[src/rtl/freq_sweep_scheduler_pkg.sv]
// Shared definitions for the frequency sweep scheduler: state encoding,
// default sweep geometry and the watchdog limit.
package freq_sweep_scheduler_pkg;

  localparam int FREQ_NUM_DEF       = 257;
  localparam int FREQ_W_DEF         = 9;
  localparam int TIMEOUT_CYCLES_DEF = 4096;

  typedef enum logic [2:0] {
    ST_IDLE,
    ST_ISSUE,
    ST_WAIT_LOW,
    ST_WAIT_HIGH,
    ST_GAP,
    ST_FINISH,
    ST_ERROR
  } state_t;

  function automatic logic is_busy(input state_t s);
    return !((s == ST_IDLE) || (s == ST_ERROR));
  endfunction

endpackage

[src/rtl/sweep_watchdog.sv]
// Per-phase watchdog: counts cycles since the last restart while enabled and
// flags expiry on the cycle the count reaches TIMEOUT_CYCLES-1.
module sweep_watchdog
  import freq_sweep_scheduler_pkg::*;
#(
  parameter int TIMEOUT_CYCLES = TIMEOUT_CYCLES_DEF
) (
  input  logic clk,
  input  logic rst,
  input  logic restart,
  input  logic enable,
  output logic expired
);

  localparam int CNT_W = (TIMEOUT_CYCLES > 1) ? $clog2(TIMEOUT_CYCLES) : 1;
  localparam logic [CNT_W-1:0] LIMIT =
    (TIMEOUT_CYCLES > 0) ? CNT_W'(TIMEOUT_CYCLES - 1) : '0;

  logic [CNT_W-1:0] cnt;

  // A zero limit disables the watchdog entirely.
  assign expired = (TIMEOUT_CYCLES != 0) && enable && (cnt == LIMIT);

  // NOTE: sequential state uses non-blocking assignments so every register
  // samples pre-edge values regardless of process evaluation order.
  always_ff @(posedge clk) begin
    if (rst || restart) begin
      cnt <= '0;
    end else if (enable && !expired) begin
      cnt <= cnt + 1'b1;
    end
  end

endmodule

[src/rtl/freq_sweep_scheduler.sv]
// Steps the inverse datapath through FREQ_NUM frequency bins, one start pulse
// per bin, with a watchdog on each handshake phase and host abort/clear.
module freq_sweep_scheduler
  import freq_sweep_scheduler_pkg::*;
#(
  parameter int FREQ_NUM       = FREQ_NUM_DEF,
  parameter int FREQ_W         = FREQ_W_DEF,
  parameter int GAP_CYCLES     = 2,
  parameter int TIMEOUT_CYCLES = TIMEOUT_CYCLES_DEF
) (
  input  logic              clk,
  input  logic              rst,
  input  logic              sweep_go,
  input  logic              abort,
  input  logic              clr_err,
  input  logic              inv_done,
  input  logic              inv_all_freq_finish,
  output logic              inv_start,
  output logic [FREQ_W-1:0] freq_idx,
  output logic              busy,
  output logic              sweep_done,
  output logic              err_timeout,
  output logic              err_finish_mismatch
);

  localparam logic [FREQ_W-1:0] LAST_IDX = FREQ_W'(FREQ_NUM - 1);
  localparam int GAP_W = (GAP_CYCLES > 1) ? $clog2(GAP_CYCLES) : 1;
  // GAP_CYCLES of 0 or 1 both leave GAP after a single cycle.
  localparam logic [GAP_W-1:0] GAP_LAST =
    (GAP_CYCLES > 1) ? GAP_W'(GAP_CYCLES - 1) : '0;

  state_t           state, next_state;
  logic [GAP_W-1:0] gap_cnt;
  logic             wd_restart, wd_enable, wd_expired;
  logic             aborting;

  assign aborting   = abort && is_busy(state);
  assign wd_enable  = (state == ST_WAIT_LOW) || (state == ST_WAIT_HIGH);
  assign wd_restart = (next_state != state) &&
                      ((next_state == ST_WAIT_LOW) || (next_state == ST_WAIT_HIGH));

  sweep_watchdog #(
    .TIMEOUT_CYCLES(TIMEOUT_CYCLES)
  ) u_watchdog (
    .clk    (clk),
    .rst    (rst),
    .restart(wd_restart),
    .enable (wd_enable),
    .expired(wd_expired)
  );

  // NOTE: next_state gets its default before the case so no path through the
  // block leaves it unassigned, which would otherwise infer a latch.
  always_comb begin
    next_state = state;
    case (state)
      ST_IDLE:      if (sweep_go && !abort) next_state = ST_ISSUE;
      ST_ISSUE:     next_state = ST_WAIT_LOW;
      ST_WAIT_LOW: begin
        if (!inv_done)       next_state = ST_WAIT_HIGH;
        else if (wd_expired) next_state = ST_ERROR;
      end
      ST_WAIT_HIGH: begin
        if (inv_done)        next_state = (freq_idx == LAST_IDX) ? ST_FINISH : ST_GAP;
        else if (wd_expired) next_state = ST_ERROR;
      end
      ST_GAP:       if (gap_cnt == GAP_LAST) next_state = ST_ISSUE;
      ST_FINISH:    next_state = ST_IDLE;
      ST_ERROR:     if (clr_err) next_state = ST_IDLE;
      default:      next_state = ST_IDLE;
    endcase
    // Abort overrides every other transition, including watchdog expiry.
    if (aborting) next_state = ST_IDLE;
  end

  always_ff @(posedge clk) begin
    if (rst) begin
      state               <= ST_IDLE;
      gap_cnt             <= '0;
      freq_idx            <= '0;
      inv_start           <= 1'b0;
      busy                <= 1'b0;
      sweep_done          <= 1'b0;
      err_timeout         <= 1'b0;
      err_finish_mismatch <= 1'b0;
    end else begin
      state      <= next_state;
      busy       <= is_busy(next_state);
      inv_start  <= (state == ST_ISSUE) && !abort;
      sweep_done <= (state == ST_FINISH) && !abort;
      gap_cnt    <= ((state == ST_GAP) && (next_state == ST_GAP)) ? gap_cnt + 1'b1 : '0;

      // Every return to IDLE (finish, abort, error clear) rewinds the index.
      if (next_state == ST_IDLE) begin
        freq_idx <= '0;
      end else if ((state == ST_WAIT_HIGH) && (next_state == ST_GAP)) begin
        freq_idx <= freq_idx + 1'b1;
      end

      if (next_state == ST_ERROR) begin
        err_timeout <= 1'b1;
      end else if (state == ST_ERROR) begin
        err_timeout <= 1'b0;
      end

      if ((state == ST_IDLE) && (next_state == ST_ISSUE)) begin
        err_finish_mismatch <= 1'b0;
      end else if ((state == ST_FINISH) && !abort && !inv_all_freq_finish) begin
        err_finish_mismatch <= 1'b1;
      end
    end
  end

endmodule
[config.mk]
export PLATFORM = sky130hd
export DESIGN_NAME = freq_sweep_scheduler
export DESIGN_NICKNAME = d
export VERILOG_FILES = /design/src/rtl/freq_sweep_scheduler_pkg.sv /design/src/rtl/sweep_watchdog.sv /design/src/rtl/freq_sweep_scheduler.sv
export SDC_FILE = /design/constraint.sdc
export NUM_CORES = 1
export LEC_CHECK = 0
export BUFFER_PORTS_ARGS = -buffer_cell sky130_fd_sc_hd__buf_2
export CORE_MARGIN = 2
export CORE_UTILIZATION = 56
export CTS_BUF_LIST = sky130_fd_sc_hd__clkbuf_4
export DETAILED_ROUTE_END_ITERATION = 16
export HOLD_SLACK_MARGIN = 0.03
export PLACE_DENSITY = 0.89
export SYNTH_ARGS = -nofsm -noshare
export SYNTH_HDL_FRONTEND = slang
export SYNTH_SLANG_ARGS = --single-unit
[constraint.sdc]
create_clock -name clk -period 3.4 [get_ports clk]
set_input_delay 0.34 -clock clk [delete_from_list [all_inputs] [get_ports clk]]
set_output_delay 0.34 -clock clk [all_outputs]
set_load 0.05 [all_outputs]
==> results of run 1 <==
-- through the flow --
stage / cells / instance area [µm²] / hold WS [ns] / setup slack [ns]
after floorplan: 165 / 1450 / 0.409 / 1.34
after global placement: 209 / 1550 / 0.466 / 1.11
after detailed placement: 209 / 1550 / 0.475 / 1.02
after CTS: 216 / 1600 / 0.240 / 1.06
after global routing: 216 / 1600 / 0.250 / 0.940
final: 216 / 1600 / 0.257 / 1.08
-- cells in the mapped netlist, types with 2 or more instances --
cell / instances
sky130_fd_sc_hd__nor2_1: 32
sky130_fd_sc_hd__dfxtp_1: 30
sky130_fd_sc_hd__xor2_1: 15
sky130_fd_sc_hd__nand2_1: 12
sky130_fd_sc_hd__nand4_1: 7
sky130_fd_sc_hd__inv_1: 6
sky130_fd_sc_hd__nand3_1: 6
sky130_fd_sc_hd__xnor2_1: 5
sky130_fd_sc_hd__a21oi_1: 4
sky130_fd_sc_hd__nor3_1: 4
sky130_fd_sc_hd__nor4b_1: 4
sky130_fd_sc_hd__o21ai_0: 4
sky130_fd_sc_hd__ha_1: 3
sky130_fd_sc_hd__and3_1: 2
sky130_fd_sc_hd__buf_2: 2
sky130_fd_sc_hd__buf_6: 2
sky130_fd_sc_hd__clkbuf_1: 2
sky130_fd_sc_hd__o22ai_1: 2
-- cell families after synthesis --
logic type,synth area share [%]
AO/OA/AOI/OAI,9.05
flip-flops,41.4
adder cells (fa/ha/maj),2.59
multiplexers,0.776
buffers and inverters,4.31
AND/OR/NAND/NOR,29.8
XOR/XNOR,12.1
-- final timing paths --
path / to / start / depth (start not counted) / slack (ns)
min reg2reg: err_timeout / err_timeout / 2 / 0.48
max: u_watchdog.cnt[11] / state[2] / 6 / 1.08
max reg2reg: u_watchdog.cnt[11] / state[2] / 6 / 1.08
min: err_timeout / rst / 2 / 0.26
-- worst reg2reg max path, cell delays in order (launching register included) --
cell	delay (ns)
sky130_fd_sc_hd__dfxtp_1	0.40
sky130_fd_sc_hd__or2_4	0.31
sky130_fd_sc_hd__or3b_4	0.41
sky130_fd_sc_hd__a21boi_4	0.16
sky130_fd_sc_hd__or3b_1	0.38
sky130_fd_sc_hd__o211ai_2	0.43
sky130_fd_sc_hd__nor2_1	0.11
-- final cells by class --
| cell class | instances | area [µm²] | share of cell area (%) |
|---|---|---|---|
| Multi-Input combinational cell | 123 | 788 | 49.2 |
| Sequential cell | 30 | 601 | 37.5 |
| Timing Repair Buffer | 20 | 100 | 6.25 |
| Clock buffer | 7 | 52.6 | 3.28 |
| Tap cell | 30 | 37.5 | 2.34 |
| Inverter | 6 | 22.5 | 1.41 |
-- power groups by stage --
stage / clock network, µW / registers (µW) / logic, µW
floorplan: 0 / 367 / 23.8
global placement: 0 / 365 / 32.4
detailed placement: 0 / 366 / 33.7
CTS: 211 / 357 / 33.9
global route: 222 / 358 / 36.8
finish: 206 / 357 / 34.0
-- routing by layer --
layer	part of all wire, %	GRT usage (%)	vias up	routed length [µm]
met5	0	0	-	0
met4	2.1	11.8	0	57
met3	4.7	7.26	5	131
met2	47	31.5	25	1300
met1	46	23.7	540	1280
li1	-	-	615	-
==> summary by stage, run 1 <==
Outcome
The flow ran to the end, and the final reports show no timing, DRC or antenna violations.

Power and ir drop
Net switching is 23.1% of the power. The design draws 597 µW. Across the VDD grid, the largest voltage drop is 0.336 mV. The switching power is 138 µW.

The internal portion of the total power is 459 µW. The total leakage power is 0.000632 µW. Dividing total power by cell area gives a power density of 373 nW/µm².

The clock group share of total power is 34.4%. Per report_power, the combinational group accounts for 5.7% of the total. The register share of total power is 59.9%.

Yosys
The average size of a mapped cell is 8.80 µm². The post-synthesis net count is 175. The synthesized netlist contains 41 unique library cells. The number of flops mapped to enable cells by yosys is 0. The area share of the leading cell type in the synthesized netlist is 41.4%. The sequential share of the synthesized area is 41.4%. The largest total area in the synthesized netlist belongs to sky130_fd_sc_hd__dfxtp_1. The count of yosys warnings during synthesis is 0.

Yosys attributes the largest share of cell area to sky130_fd_sc_hd__dfxtp_1 (41%), sky130_fd_sc_hd__xor2_1 (9.1%), sky130_fd_sc_hd__nor2_1 (8.3%), sky130_fd_sc_hd__nand2_1 (3.1%), sky130_fd_sc_hd__nand4_1 (3.0%). The synthesized design contains 30 register bits. The cell count after synthesis came out at 165.

For this run, the leading register cell type out of synthesis is sky130_fd_sc_hd__dfxtp_1. The mapped netlist covers 1450 µm². The async set-reset flop share out of synthesis is 0%.

Floorplanning
During I/O placement, the number of pins put on the boundary was 21. The die covers 3020 µm². The core footprint is 2480 µm². The x dimension of the die is 54.9 µm.

The initial cell density of the core is 58.6%. The floorplan row count is 18. From bottom edge to top edge, the die measures 54.9 µm.

Detailed routing
The total iterations of the first detailed-routing run is 4. The number of routed nets with antenna violations is 0. The detailed router placed 1,185 vias in this run. The routed wire length is 2770 µm. Dividing the detail-routed via count by the number of cells gives 5.49.

After detailed routing, the number of remaining DRC violations is 0. The wire length per cell after detailed routing is 12.8 µm. The number of DRC violations after detailed-routing iteration 0 is 37.

Final layout
The number of fill cells is 197. The number of antenna repair diodes is 0. Cells fill 64.6% of the core in the end. The number of nets at the end of the flow is 196.

The area growth from synthesis to layout is 10.3%. More flip-flops sit in one register than any other, and that register is u_watchdog.cnt. The register with the most flip-flops in the layout has 12 of them. The top cell types in the final layout, fill and taps aside, are sky130_fd_sc_hd__nor2_1 (32), sky130_fd_sc_hd__dfxtp_1 (30), sky130_fd_sc_hd__buf_2 (20), sky130_fd_sc_hd__xor2_1 (15), sky130_fd_sc_hd__nand2_1 (12).

The largest registers in the layout are u_watchdog.cnt: 12 flops, freq_idx: 9 flops, state: 3 flops. Leaving out fill and tap cells, the most frequent cell in the layout is sky130_fd_sc_hd__nor2_1. In the final layout, the share of cells above drive strength 1 is 19.4%.

Critical path
The worst setup path is captured at a register. Data arrives at the worst endpoint at 2.53 ns. The worst setup path is launched from a register.

The cell with the largest stage delay on the worst path is sky130_fd_sc_hd__o211ai_2. The critical path goes through or2_4 > or3b_4 > a21boi_4 > or3b_1 > o211ai_2 > nor2_1. For this run, the slowest stage of the critical path takes 0.43 ns. The category of the critical setup timing path is register to register. The buffers plus inverters on the worst setup path is 0. The highest net fanout along the worst path is 12. The required time at the worst-slack endpoint is 3.60 ns. In this design, the largest share of critical-path delay is due to simple AND/OR/NAND/NOR gates.

Clocking
The post-cts resize count is 0. In this run the deepest clock path goes through 2 buffers. Clock-pin slew was measured on the worst setup and hold paths at 0.09 ns. The clock buffer count from CTS is 5. The clock reaches the later pin of the worst-skew pair after 0.33 ns. The buffer count from post-CTS setup fixing is 0. The H-tree was split into 2 levels. The tree built by TritonCTS fans out to 30 sinks. The number of buffers added to fix hold violations after cts is 0. TritonCTS built the clock tree. The root buffer selected by CTS is sky130_fd_sc_hd__clkbuf_4.

STA
The number of pins exceeding their max-slew limit in the final report came to 0. Setup total negative slack on the finished layout was measured at 0 ns. The count of endpoints failing hold in the final timing report is 0.

Based on the critical path, the design can be clocked at up to 431 MHz. The final critical path time including I/O delays and setup is 2.32 ns. The number of setup violations in the final report is 0.

The clock arrives with 0.00710 ns of skew. The headroom to the max-slew limit is 62.8%. The slew at the pin closest to its max-slew limit is 0.550 ns. Dividing the final minimum period by the clock period gives 68.3%.

Setup repair after global routing left no endpoint under its margin.

Hold path
In this run the worst hold path is classified as input pin to register.

Placed design
At the end of routability-driven placement, the weighted congestion stood at 0.897. During placement, the flow inserted port buffers numbering 20. The HPWL after detailed placement is 2020 µm.

Global routing
The initial antenna violation count is 0. Across every metal layer, demand over resource in global routing totals 20.2%. The number of global-route vias before repair is 989. The aggregate global routing overflow is 0. The pin count of the biggest net entering global routing is 15.

The first global-routing pass estimated 4200 µm of wire.

Job
The max-capacitance violation count is 0.
(Power assumes the default switching activity.)
==> run 2: changes to the inputs <==
==> constraint.sdc (replaced) <==
create_clock -name clk -period 2.4 [get_ports clk]
set_input_delay 0.24 -clock clk [delete_from_list [all_inputs] [get_ports clk]]
set_output_delay 0.24 -clock clk [all_outputs]
set_load 0.05 [all_outputs]
==> summary by stage, run 2 (synthesized netlist as in run 1, its figures left out) <==
Global routing
The overall track demand over capacity in global routing is 21.9%. For this run, global-route usage on met3 was measured as 7.26%. The pin count of the biggest net entering global routing is 15.

The number of global-route vias before repair is 1,077. The routing usage on met2 is 35.3%. The global-route wire length before repair is 4600 µm. The global routing usage on met1 is 25.3%. The total overflow left after global routing is 0.

The initial antenna violation count is 0. The global routing stage identified its most utilized layer as met2.

Final layout
The library cell used most frequently in the layout, excluding fill and tap cells, is sky130_fd_sc_hd__nor2_1. The register containing the most flip-flops in the final layout is u_watchdog.cnt. Counting the fill cells in the layout gives 215. For this run, the post-layout net count is 198. The area overhead of the layout relative to synthesis is 11.5%.

The number of antenna repair diodes is 0. The register with the most flip-flops in the layout has 12 of them. Cells with a size suffix above 1 make up 20.1% of the layout. The largest registers in the layout are u_watchdog.cnt: 12 flops, freq_idx: 9 flops, state: 3 flops. The top cell types in the final layout, fill and taps aside, are sky130_fd_sc_hd__nor2_1 (32), sky130_fd_sc_hd__dfxtp_1 (30), sky130_fd_sc_hd__buf_2 (20), sky130_fd_sc_hd__xor2_1 (15), sky130_fd_sc_hd__nand2_1 (12).

At the end of the flow the core is filled with cells to 65.3%.

Outcome
The flow ran to the end, and the final reports show no timing, DRC or antenna violations.

Placed design
Routability-driven placement finished with a final weighted congestion of 0.917. After legalization and detailed placement, the total HPWL measured 2190 µm. Buffers placed on the I/O ports in this run total 20. OpenSTA, run right after detailed placement, puts the worst setup slack at 0.238 ns.

Floorplanning
The x dimension of the die is 54.9 µm. The height of the die is 54.9 µm. Row generation in the floorplan step produced 18 rows. The total I/O pin count is 21.

The floorplan step defined a die boundary enclosing 3020 µm². The core footprint is 2480 µm². The initial cell density of the core is 58.6%.

Hold path
The hold path depth is 2. The start point of the worst hold path is rst. The worst hold endpoint is err_timeout. The path class of the tightest hold or removal check is input pin to register.

Critical path
The required time at the worst-slack endpoint is 2.66 ns. In this run the critical register-to-register path is launched from state[1]. The minimum setup slack among reg-to-reg paths is 0.19 ns. The critical path startpoint category is a register. In this run the worst path has a maximum fanout of 11. STA classifies the critical path endpoint as a register. The endpoint identified for the worst register-to-register timing path is busy. The critical path is of the register to register type. The arrival time of the worst setup path is 2.47 ns.

For the worst flop-to-flop path, the logic depth is 6.

Clocking
The clock sink count is 30. After clock tree synthesis, the clock-pin slew on the worst setup and hold paths is 0.09 ns. The number of buffers added to fix hold violations after cts is 0. The number of buffers between clock root and the deepest sink is 2. The clock buffer count from CTS is 5. The H-tree generated during clock tree synthesis spans 2 levels. TritonCTS built the clock tree. The post-cts resize count is 0.

The root buffer selected by CTS is sky130_fd_sc_hd__clkbuf_4. Post-CTS timing repair inserted 0 buffers for setup. The worst-skew pair later-pin latency is 0.33 ns.

STA
Headroom to the max-slew limit came out at 56.1%. The portion of the clock cycle consumed by the worst path in the final layout is 92.2%. The count of endpoints failing hold in the final timing report came to 0. Setup repair after global routing left no endpoint under its margin. The final critical path time including I/O delays and setup is 2.21 ns. For the final database, setup skew stands at 0.0130 ns. Setup slack on the critical path of the routed design comes to 0.186 ns.

After routing, the total negative slack on setup checks comes to 0 ns. At the pin with the least slew margin, the transition time is 0.650 ns. Timing would allow up to 452 MHz. The number of setup violations in the final report is 0. The number of pins exceeding their max-slew limit in the final report was 0.

Detailed routing
The detailed router finished its first iteration with 22 violations. Detailed routing inserted a total of 1,225 vias. In the routed layout, each cell is associated on average with a via count of 5.59.

Once detail routing completed, the nets flagged for antenna violations numbered 0. The total iterations of the first detailed-routing run is 4. After detailed routing, the number of remaining DRC violations is 0. The wire length per cell after detailed routing is 13.3 µm. Summed over all layers, the routed wires come to 2910 µm.

Power and ir drop
The worst-case IR drop observed on VDD is 0.441 mV. The total leakage power is 0.000638 µW. Power spread over the standard cell area amounts to 517 nW/µm². The completed layout was analyzed and its total power is 836 µW.

Job
The tool flagged a number of max-cap violations equal to 0.
[run 2: cell types whose count changed in the layout (fill, tap and decap cells not counted), sizes merged]
cell      change
clkinvlp      +1
clkinv        +2
clkbuf        -2
buf           +2
[run 2: critical path: stages (launching register included)]
cell	delay (ns)
sky130_fd_sc_hd__dfxtp_1	0.43
sky130_fd_sc_hd__or4b_2	0.74
sky130_fd_sc_hd__nand3_1	0.10
sky130_fd_sc_hd__a21oi_1	0.07
sky130_fd_sc_hd__a221o_1	0.32
sky130_fd_sc_hd__a31o_1	0.34
sky130_fd_sc_hd__nor2b_1	0.14
[run 2: final cells by class]
cell class / instances / area, µm² / area share, %
Timing Repair Buffer: 22 / 115 / 7.12
Multi-Input combinational cell: 123 / 788 / 48.7
Sequential cell: 30 / 601 / 37.1
Inverter: 6 / 22.5 / 1.39
Tap cell: 30 / 37.5 / 2.32
Clock inverter: 3 / 16.3 / 1.01
Clock buffer: 5 / 37.5 / 2.32
[run 2: per-stage QoR]
step	std cells	hold slack [ns]	cell area, µm²
after global routing	219	0.149	1620
after detailed placement	211	0.491	1560
after floorplan	165	0.309	1450
after global placement	211	0.470	1560
final	219	0.172	1620
after CTS	219	0.148	1620
[run 2: metal layers]
layer	share of wire, %	wire length (µm)
met1	45	1310
met3	4.6	135
met4	2.8	82
met5	0	0
met2	47	1380
[run 2: power breakdown]
| group | leakage [µW] | total, µW | switching [µW] | internal, µW |
|---|---|---|---|---|
| combinational | 0.000368 | 50.5 | 31.7 | 18.8 |
| sequential | 0.000242 | 507 | 5.68 | 501 |
| clock | 0.0000286 | 279 | 170 | 109 |
[run 2: worst max-delay path by stage]
stage                 startpoint                 to  slack (ns)
2_1_floorplan        freq_idx[0]        freq_idx[0]        0.34
3_3_place_gp            state[2]  u_watchdog.cnt[9]        0.28
3_5_place_dp            state[1]        freq_idx[2]        0.24
4_1_cts                 state[1]               busy        0.21
5_1_grt        u_watchdog.cnt[0]        freq_idx[6]        0.03
6_report                state[1]               busy        0.19
